**src/rtl/mac8_signed_dot.sv**
```systemverilog
// Streaming signed dot-product engine: an operand register feeds an 8x8 signed multiplier,
// and the products are accumulated into one registered result per in_last-delimited vector.

module multiply8_signed_structural (
    input  logic [7:0]  a_i,
    input  logic [7:0]  b_i,
    output logic [15:0] prod_o
);
    logic [15:0] aExt;
    logic [15:0] partialRow [8];

    assign aExt = {{8{a_i[7]}}, a_i};

    always_comb begin
        for (int i = 0; i < 8; i++) begin
            partialRow[i] = b_i[i] ? (aExt << i) : 16'd0;
        end
    end

    // Row 7 carries the negative weight of b's sign bit, so it is subtracted.
    always_comb begin
        prod_o = 16'd0;
        for (int i = 0; i < 7; i++) begin
            prod_o = prod_o + partialRow[i];
        end
        prod_o = prod_o - partialRow[7];
    end
endmodule

module mac8_signed_dot #(
    parameter int ACC_W = 24
) (
    input  logic             clk,
    input  logic             rst,
    input  logic             in_valid,
    output logic             in_ready,
    input  logic [7:0]       in_a,
    input  logic [7:0]       in_b,
    input  logic             in_last,
    output logic             out_valid,
    input  logic             out_ready,
    output logic [ACC_W-1:0] out_sum,
    output logic [7:0]       out_count,
    output logic             out_overflow
);
    logic             v1_q, v1_d;
    logic [7:0]       a_q, a_d;
    logic [7:0]       b_q, b_d;
    logic             last_q, last_d;
    logic [ACC_W-1:0] acc_q, acc_d;
    logic [7:0]       cnt_q, cnt_d;
    logic             ovf_q, ovf_d;
    logic             outValid_q, outValid_d;
    logic [ACC_W-1:0] outSum_q, outSum_d;
    logic [7:0]       outCount_q, outCount_d;
    logic             outOverflow_q, outOverflow_d;

    logic [15:0]      prod;
    logic [ACC_W-1:0] prodExt;
    logic [ACC_W-1:0] sumNext;
    logic             ovfNow;
    logic [7:0]       cntInc;
    logic             stall;
    logic             accept;
    logic             step;

    multiply8_signed_structural uMult (
        .a_i    (a_q),
        .b_i    (b_q),
        .prod_o (prod)
    );

    assign prodExt  = ACC_W'($signed(prod));
    assign sumNext  = acc_q + prodExt;
    assign ovfNow   = (acc_q[ACC_W-1] == prodExt[ACC_W-1]) && (sumNext[ACC_W-1] != acc_q[ACC_W-1]);
    assign cntInc   = (cnt_q == 8'hFF) ? 8'hFF : cnt_q + 8'd1;

    // Only a finished vector blocked by an unconsumed result can stall; non-last terms always drain.
    assign stall    = v1_q & last_q & outValid_q & ~out_ready;
    assign in_ready = ~stall;
    assign accept   = in_valid & in_ready;
    assign step     = v1_q & ~stall;

    always_comb begin
        v1_d          = v1_q;
        a_d           = a_q;
        b_d           = b_q;
        last_d        = last_q;
        acc_d         = acc_q;
        cnt_d         = cnt_q;
        ovf_d         = ovf_q;
        outValid_d    = outValid_q;
        outSum_d      = outSum_q;
        outCount_d    = outCount_q;
        outOverflow_d = outOverflow_q;

        if (accept) begin
            v1_d   = 1'b1;
            a_d    = in_a;
            b_d    = in_b;
            last_d = in_last;
        end else if (!stall) begin
            v1_d = 1'b0;
        end

        if (outValid_q && out_ready) begin
            outValid_d = 1'b0;
        end

        // A result loading on the same edge as a consumption wins over the clear above.
        if (step) begin
            if (last_q) begin
                outValid_d    = 1'b1;
                outSum_d      = sumNext;
                outCount_d    = cntInc;
                outOverflow_d = ovf_q | ovfNow;
                acc_d         = '0;
                cnt_d         = 8'd0;
                ovf_d         = 1'b0;
            end else begin
                acc_d = sumNext;
                cnt_d = cntInc;
                ovf_d = ovf_q | ovfNow;
            end
        end
    end

    always_ff @(posedge clk) begin
        if (rst) begin
            v1_q          <= 1'b0;
            a_q           <= 8'd0;
            b_q           <= 8'd0;
            last_q        <= 1'b0;
            acc_q         <= '0;
            cnt_q         <= 8'd0;
            ovf_q         <= 1'b0;
            outValid_q    <= 1'b0;
            outSum_q      <= '0;
            outCount_q    <= 8'd0;
            outOverflow_q <= 1'b0;
        end else begin
            v1_q          <= v1_d;
            a_q           <= a_d;
            b_q           <= b_d;
            last_q        <= last_d;
            acc_q         <= acc_d;
            cnt_q         <= cnt_d;
            ovf_q         <= ovf_d;
            outValid_q    <= outValid_d;
            outSum_q      <= outSum_d;
            outCount_q    <= outCount_d;
            outOverflow_q <= outOverflow_d;
        end
    end

    assign out_valid    = outValid_q;
    assign out_sum      = outSum_q;
    assign out_count    = outCount_q;
    assign out_overflow = outOverflow_q;
endmodule

```
**config.mk**
```make
export PLATFORM = sky130hd
export DESIGN_NAME = mac8_signed_dot
export DESIGN_NICKNAME = d
export VERILOG_FILES = /design/src/rtl/mac8_signed_dot.sv
export SDC_FILE = /design/constraint.sdc
export NUM_CORES = 1
export LEC_CHECK = 0
export ABC_AREA = 1
export BUFFER_PORTS_ARGS = -buffer_cell sky130_fd_sc_hd__buf_2
export CAP_MARGIN = 25
export CORE_ASPECT_RATIO = 0.7
export CORE_UTILIZATION = 40
export CTS_CLUSTER_SIZE = 20
export DETAILED_ROUTE_END_ITERATION = 8
export MAX_ROUTING_LAYER = met4
export PLACE_DENSITY = 0.62
export SETUP_SLACK_MARGIN = 0.15
export SYNTH_ARGS = -nofsm -noshare
export SYNTH_HDL_FRONTEND = slang
export SYNTH_SLANG_ARGS = --single-unit
```
**constraint.sdc**
```tcl
create_clock -name clk -period 9 [get_ports clk]
set_input_delay 0.45 -clock clk [delete_from_list [all_inputs] [get_ports clk]]
set_output_delay 0.45 -clock clk [all_outputs]
set_load 0.01 [all_outputs]
```
Word-level counts from Yosys, hierarchy flattened
Cells that the tools add are included.
{"block": "word_totals", "ff_bits": 85, "inputBits": 21, "elab_cells": 52, "out_inout_bits": 35}
{"block": "classes", "n_reduce_logical": 3, "muxes": 17, "bitwise_logic": 8, "eq_ne": 4, "n_addsub": 9}
{"cell": "16-bit 2-to-1 mux", "count": 8}
{"cell": "16-bit adder", "count": 6}
{"cell": "24-bit adder", "count": 1}
{"cell": "24-bit 2-to-1 mux", "count": 1}
{"cell": "8-bit 2-to-1 mux", "count": 2}
{"cell": "16-bit subtractor", "count": 1}
{"cell": "8-bit by 1-bit adder with 8-bit output, second input constant", "count": 1}
{"cell": "8-bit equality test, second input constant", "count": 1}
{"cell": "1-bit 2-to-1 mux", "count": 6}
{"cell": "1-bit AND", "count": 5}
{"cell": "1-bit logical AND", "count": 2}
{"cell": "2-bit by 1-bit != test with 1-bit output, second input constant", "count": 1}
{"cell": "1-bit inverter", "count": 2}
{"cell": "2-bit AND reduction", "count": 1}
{"cell": "1-bit equality test", "count": 1}
{"cell": "1-bit != test", "count": 1}
{"cell": "1-bit OR", "count": 1}

Logic depth before layout (Yosys ltp)
{"block": "depth", "word_depth": 13, "ltp_mapped": 32, "mapped_depth_nobuf": 31}

Modules after synthesis
A second synthesis with hierarchy kept.
{"block": "hier_totals", "hier_cells": 1101, "area_unflattened_um2": 7443.4}
{"module": "mac8_signed_dot", "cells_per_inst": 728, "instances": 1, "seq_area_each_um2": 1701.6, "area_each_um2": 4797.1}
{"module": "multiply8_signed_structural", "cells_per_inst": 373, "instances": 1, "seq_area_each_um2": 0.0, "area_each_um2": 2646.3}

Worst setup path after synthesis
Ideal clock, no wire load.
{"block": "synth_timing", "path_type": "register to register", "startpoint": "register a_q[7]", "endpoint": "register acc_q[20]", "t_arrival_ns": 5.411, "required_ns": 8.866, "setup_ns": 0.134, "path_slack_ns": 3.456, "synth_period_minus_slack_ns": 5.544, "path_buffers": 1, "path_stages_with_launch": 26, "cell_sequence": "dfxtp_1 > clkbuf_1 > nand2_1 > fa_1 > inv_1 > fa_1 > inv_1 > fa_1 > fa_1 > inv_1 > ha_1 > nand2_1 > nor2_1 > nand3_1 > nand3_1 > inv_1 > nand3_1 > nand2_1 > ha_1 > a21oi_1 > o21ai_0 > a21oi_1 > nand3_1 > or2_2 > nand3_1 > a21oi_1"}
{"block": "synth_via", "elab_chain_cells": 10, "word_cells_on_any_way": 17, "cone_classes": "8 x add/sub; 9 x mux"}
{"element": "start, declared", "line_no": "47", "rtl": "logic [7:0] a_q, a_d;"}
{"element": "start signal, assigned", "line_no": "131", "rtl": "a_q <= 8'd0;"}
{"element": "start signal, assigned", "line_no": "143", "rtl": "a_q <= a_d;"}
{"element": "16-bit 2-to-1 mux", "line_no": "16", "rtl": "partialRow[i] = b_i[i] ? (aExt << i) : 16'd0;"}
{"element": "16-bit adder (6 in a row)", "line_no": "24", "rtl": "prod_o = prod_o + partialRow[i];"}
{"element": "16-bit subtractor (*)", "line_no": "26", "rtl": "prod_o = prod_o - partialRow[7];"}
{"element": "24-bit adder (*)", "line_no": "74", "rtl": "assign sumNext = acc_q + prodExt;"}
{"element": "24-bit 2-to-1 mux (*)", "line_no": "112", "rtl": "if (last_q) begin"}
{"element": "end signal, assigned", "line_no": "134", "rtl": "acc_q <= '0;"}
{"element": "end signal, assigned", "line_no": "146", "rtl": "acc_q <= acc_d;"}
{"element": "end, declared", "line_no": "50", "rtl": "logic [ACC_W-1:0] acc_q, acc_d;"}
Mark *: on every way between the ends. The rest lies on a longest branch, timed or not.
A chain may end at the register's enable or synchronous reset.

Worst setup path after layout
{"block": "layout_timing", "startpoint": "register b_q[2]", "endpoint": "register outOverflow_q, in the netlist out_overflow"}
{"block": "layout_via", "elab_chain_cells": 11, "word_cells_on_any_way": 12, "cone_classes": "7 x add/sub; 2 x eq/ne; 1 x mux; 1 x bitwise; 1 x reduce/logical"}
{"element": "start, declared", "line_no": "48", "rtl": "logic [7:0] b_q, b_d;"}
{"element": "start signal, assigned", "line_no": "132", "rtl": "b_q <= 8'd0;"}
{"element": "start signal, assigned", "line_no": "144", "rtl": "b_q <= b_d;"}
{"element": "16-bit 2-to-1 mux (*)", "line_no": "16"}
{"element": "16-bit adder (*) (5 in a row)", "line_no": "24"}
{"element": "16-bit subtractor (*)", "line_no": "26"}
{"element": "24-bit adder", "line_no": "74"}
{"element": "1-bit != test", "line_no": "75", "rtl": "assign ovfNow = (acc_q[ACC_W-1] == prodExt[ACC_W-1]) && (sumNext[ACC_W-1] != acc_q[ACC_W-1]);"}
{"element": "1-bit logical AND (*)", "line_no": "75"}
{"element": "1-bit OR (*)", "line_no": "116", "rtl": "outOverflow_d = ovf_q | ovfNow;"}
{"element": "end signal, assigned", "line_no": "152", "rtl": "outOverflow_q <= outOverflow_d;"}
{"element": "end, declared", "line_no": "56", "rtl": "logic outOverflow_q, outOverflow_d;"}
Marks and branches as above.

==> impl_metrics.toml <==
[yosys]
mappedNetlistArea_um2 = 6940
synth_seq_area_share = 0.245
mappedNetlistNets = 1086
ys_top_cells_by_count = "286 x nand2_1, 148 x inv_1, 86 x a21oi_1, 85 x dfxtp_1, 58 x fa_1"
synth_seq_cells = 85
number_of_enable_flip_flop_cells_after_synthesis = 0
cells_after_synth = 959
netlist.area_leader.share = 0.245
synth_top_flop_cell = "dfxtp_1"
async_flop_share = 0
avgSynthCellArea_um2 = 7.24
synthDistinctLibCells = 37
yosys.cell_count.top_type = "nand2_1"
synth.largest_area_cell = "dfxtp_1"
yosys-top-cells-area = "dfxtp_1 25%, fa_1 17%, nand2_1 15%"
synth.yosys.warnings = 0

[global_route]
number_of_global_route_vias_before_repair = 5858
grt_use_total = 0.207
first_pass_grt_wire_length_um = 28900
pin_count_of_the_biggest_net_entering_global_routing = 36
grt_antenna_before_repair = 0
globalRoute.totalOverflow = 0

[clocking]
clock-root-buffer = "clkbuf_16"
post_cts_resized = 0
clock_tree.htree_level_count = 3
clock_sink_count = 85
post-cts-setup-buffer-count = 0
tritoncts = "yes"
clk_latency_ns = 0.36
cts_buffer_depth = 2
worst_setup_hold_path_clk_slew_ns = 0.08
holdBufCountCts = 0
cts-buffers-inserted = 9

[routing]
drtIter0Drc = 415
drt_pre_antenna_iters = 5
post_drt_wl_per_cell_um = 13.5
dr_total_vias = 6010
drtAntennaViolNets = 0
routed_via_density = 4.91
post-route-drc-count = 0
detail_route.wirelength_um = 16600

[critical_path]
worstPathRequired_ns = 9.26
crit_path_frequent_cell = "nand2_1"
worst_setup_path_end_kind = "flop"
crit_path_max_fo = 9
critPathMaxStageDelay_ns = 0.77
start_kind = "flop"
cp_top_family = "adder cells"
data_arrival_critical_path_ns = 6.55
crit_slowest_cell = "fa_1"
worst-setup-path-type = "flop to flop"
path_buf_inv = 6

[die]
floorplan.initialDensity = 0.417
core_area_um2 = 16600
io-pin-count = 56
floorplan.rows = 39
fp.dieH_um = 112
design.die.area_um2 = 17900
chipWidth_um = 159

[place]
placed_cells_incl_taps = 1207
port-buffer-count = 55
post-dp-hpwl_um = 12900
detailedPlace.worstSlack_ns = 2.75
detailed_place.area_um2 = 7420
globalplace.congestion = 0.924

[sta]
slew-limit-headroom = 0.427
hold_viol = 0
slew_viol_final = 0
grt_setup_unrepaired = "false"
finalSetupViolations = 0
totalNegativeSetupSlack_ns = 0
fmax_mhz = 159
clock_skew_ns = 0.0146
period_minus_slack_ns = 6.30
worst_pin_slew_ns = 0.858
setup_slack_ns = 2.70
fin_crit_sh = 0.700
fin_worst_hold_slack_ns = 0.303

[layout]
syn2layout_area_growth_pct = 11.0
design_area_um2 = 7700
stdcell_count = 1223
post_route_cells_drive_above_1_share = 0.0922
final_core_utilization = 0.463
nets_finish = 1120
n_antenna_cell = 0

[run_status]
run_status = "finished, final reports clean"

[pwr]
vdd_ir_drop_max_uv = 100
leakage_nw = 3.95
total_power_mw = 1.77
power_per_cell_area_nw_per_um2 = 230

[worst_hold_path]
hold_path.class = "input port to flop"

[run]
max_cap_violations = 0
-- tightest hold or removal path, cell delays in order --
cell	delay (ns)
buf_2	0.07
o21ai_0	0.07
inv_1	0.05
-- where the power goes --
group / switching, mW / internal (mW)
registers: 0.0305 / 0.411
logic: 0.623 / 0.338
clock network: 0.175 / 0.192
-- kinds of logic after synthesis --
family	Yosys count	share of synthesized area
AOI/OAI and AO/OA	145	0.119
xor gates and xnor gates	25	0.0315
adders and majority gates	106	0.254
buffers and inverters	186	0.103
DFF	85	0.245
and+or+nand+nor	412	0.248
-- worst paths after layout --
kind / start / depth (start not counted) / slack [ns] / end
worst max-delay path: b_q[2] / 28 / 2.70 / out_overflow
worst min-delay path: in_last / 3 / 0.30 / last_q
worst max register to register: b_q[2] / 28 / 2.70 / out_overflow
worst min register to register: out_sum[20] / 2 / 0.45 / out_sum[20]
-- flip-flops by register name (all words and copies together) (netlist names) --
| name | cells |
|---|---|
| acc_q | 24 |
| out_sum | 24 |
| a_q | 8 |
| b_q | 8 |
| cnt_q | 8 |
| out_count | 8 |
| last_q | 1 |
| out_overflow | 1 |
| out_valid | 1 |
| ovf_q | 1 |
| v1_q | 1 |
-- final cells by class --
type / count / area [um^2]
clock buffer: 10 / 229
clock inverter: 6 / 50.0
fill: 1690 / 8940
inverter: 150 / 563
multi-input combinational: 688 / 4540
sequential: 85 / 1700
tap: 225 / 282
timing repair buffer: 59 / 338
-- routing by layer --
layer / routed length, um / up-vias / share of wire / global-route usage
li1: - / 3087 / - / -
met3: 855 / 10 / 0.052 / 0.0373
met2: 6500 / 136 / 0.39 / 0.289
met5: 0 / - / 0 / -
met4: 152 / 0 / 0.0092 / 0.0500
met1: 9050 / 2777 / 0.55 / 0.306
-- placed cells by master (no fill, tap or decap), types with 2 or more instances in the layout --
master and instances:
nand3_1 50, inv_6 3, or2_2 4, a21o_1 6, clkbuf_16 9, dfxtp_1 85
a21oi_2 2, nor4_1 3, a32o_1 2, nor3_1 4, xor2_1 16, a21oi_1 86
o21bai_1 4, nand2_1 286, nand3b_1 6, inv_1 148, a22o_1 12, buf_4 2
o21ai_0 29, nand4_1 8, nand2_2 3, nor2_2 3, xnor2_1 9, or2_1 2
nor2_1 38, buf_2 55, fa_1 58, ha_1 48
Power figures use the tool's default switching activity.
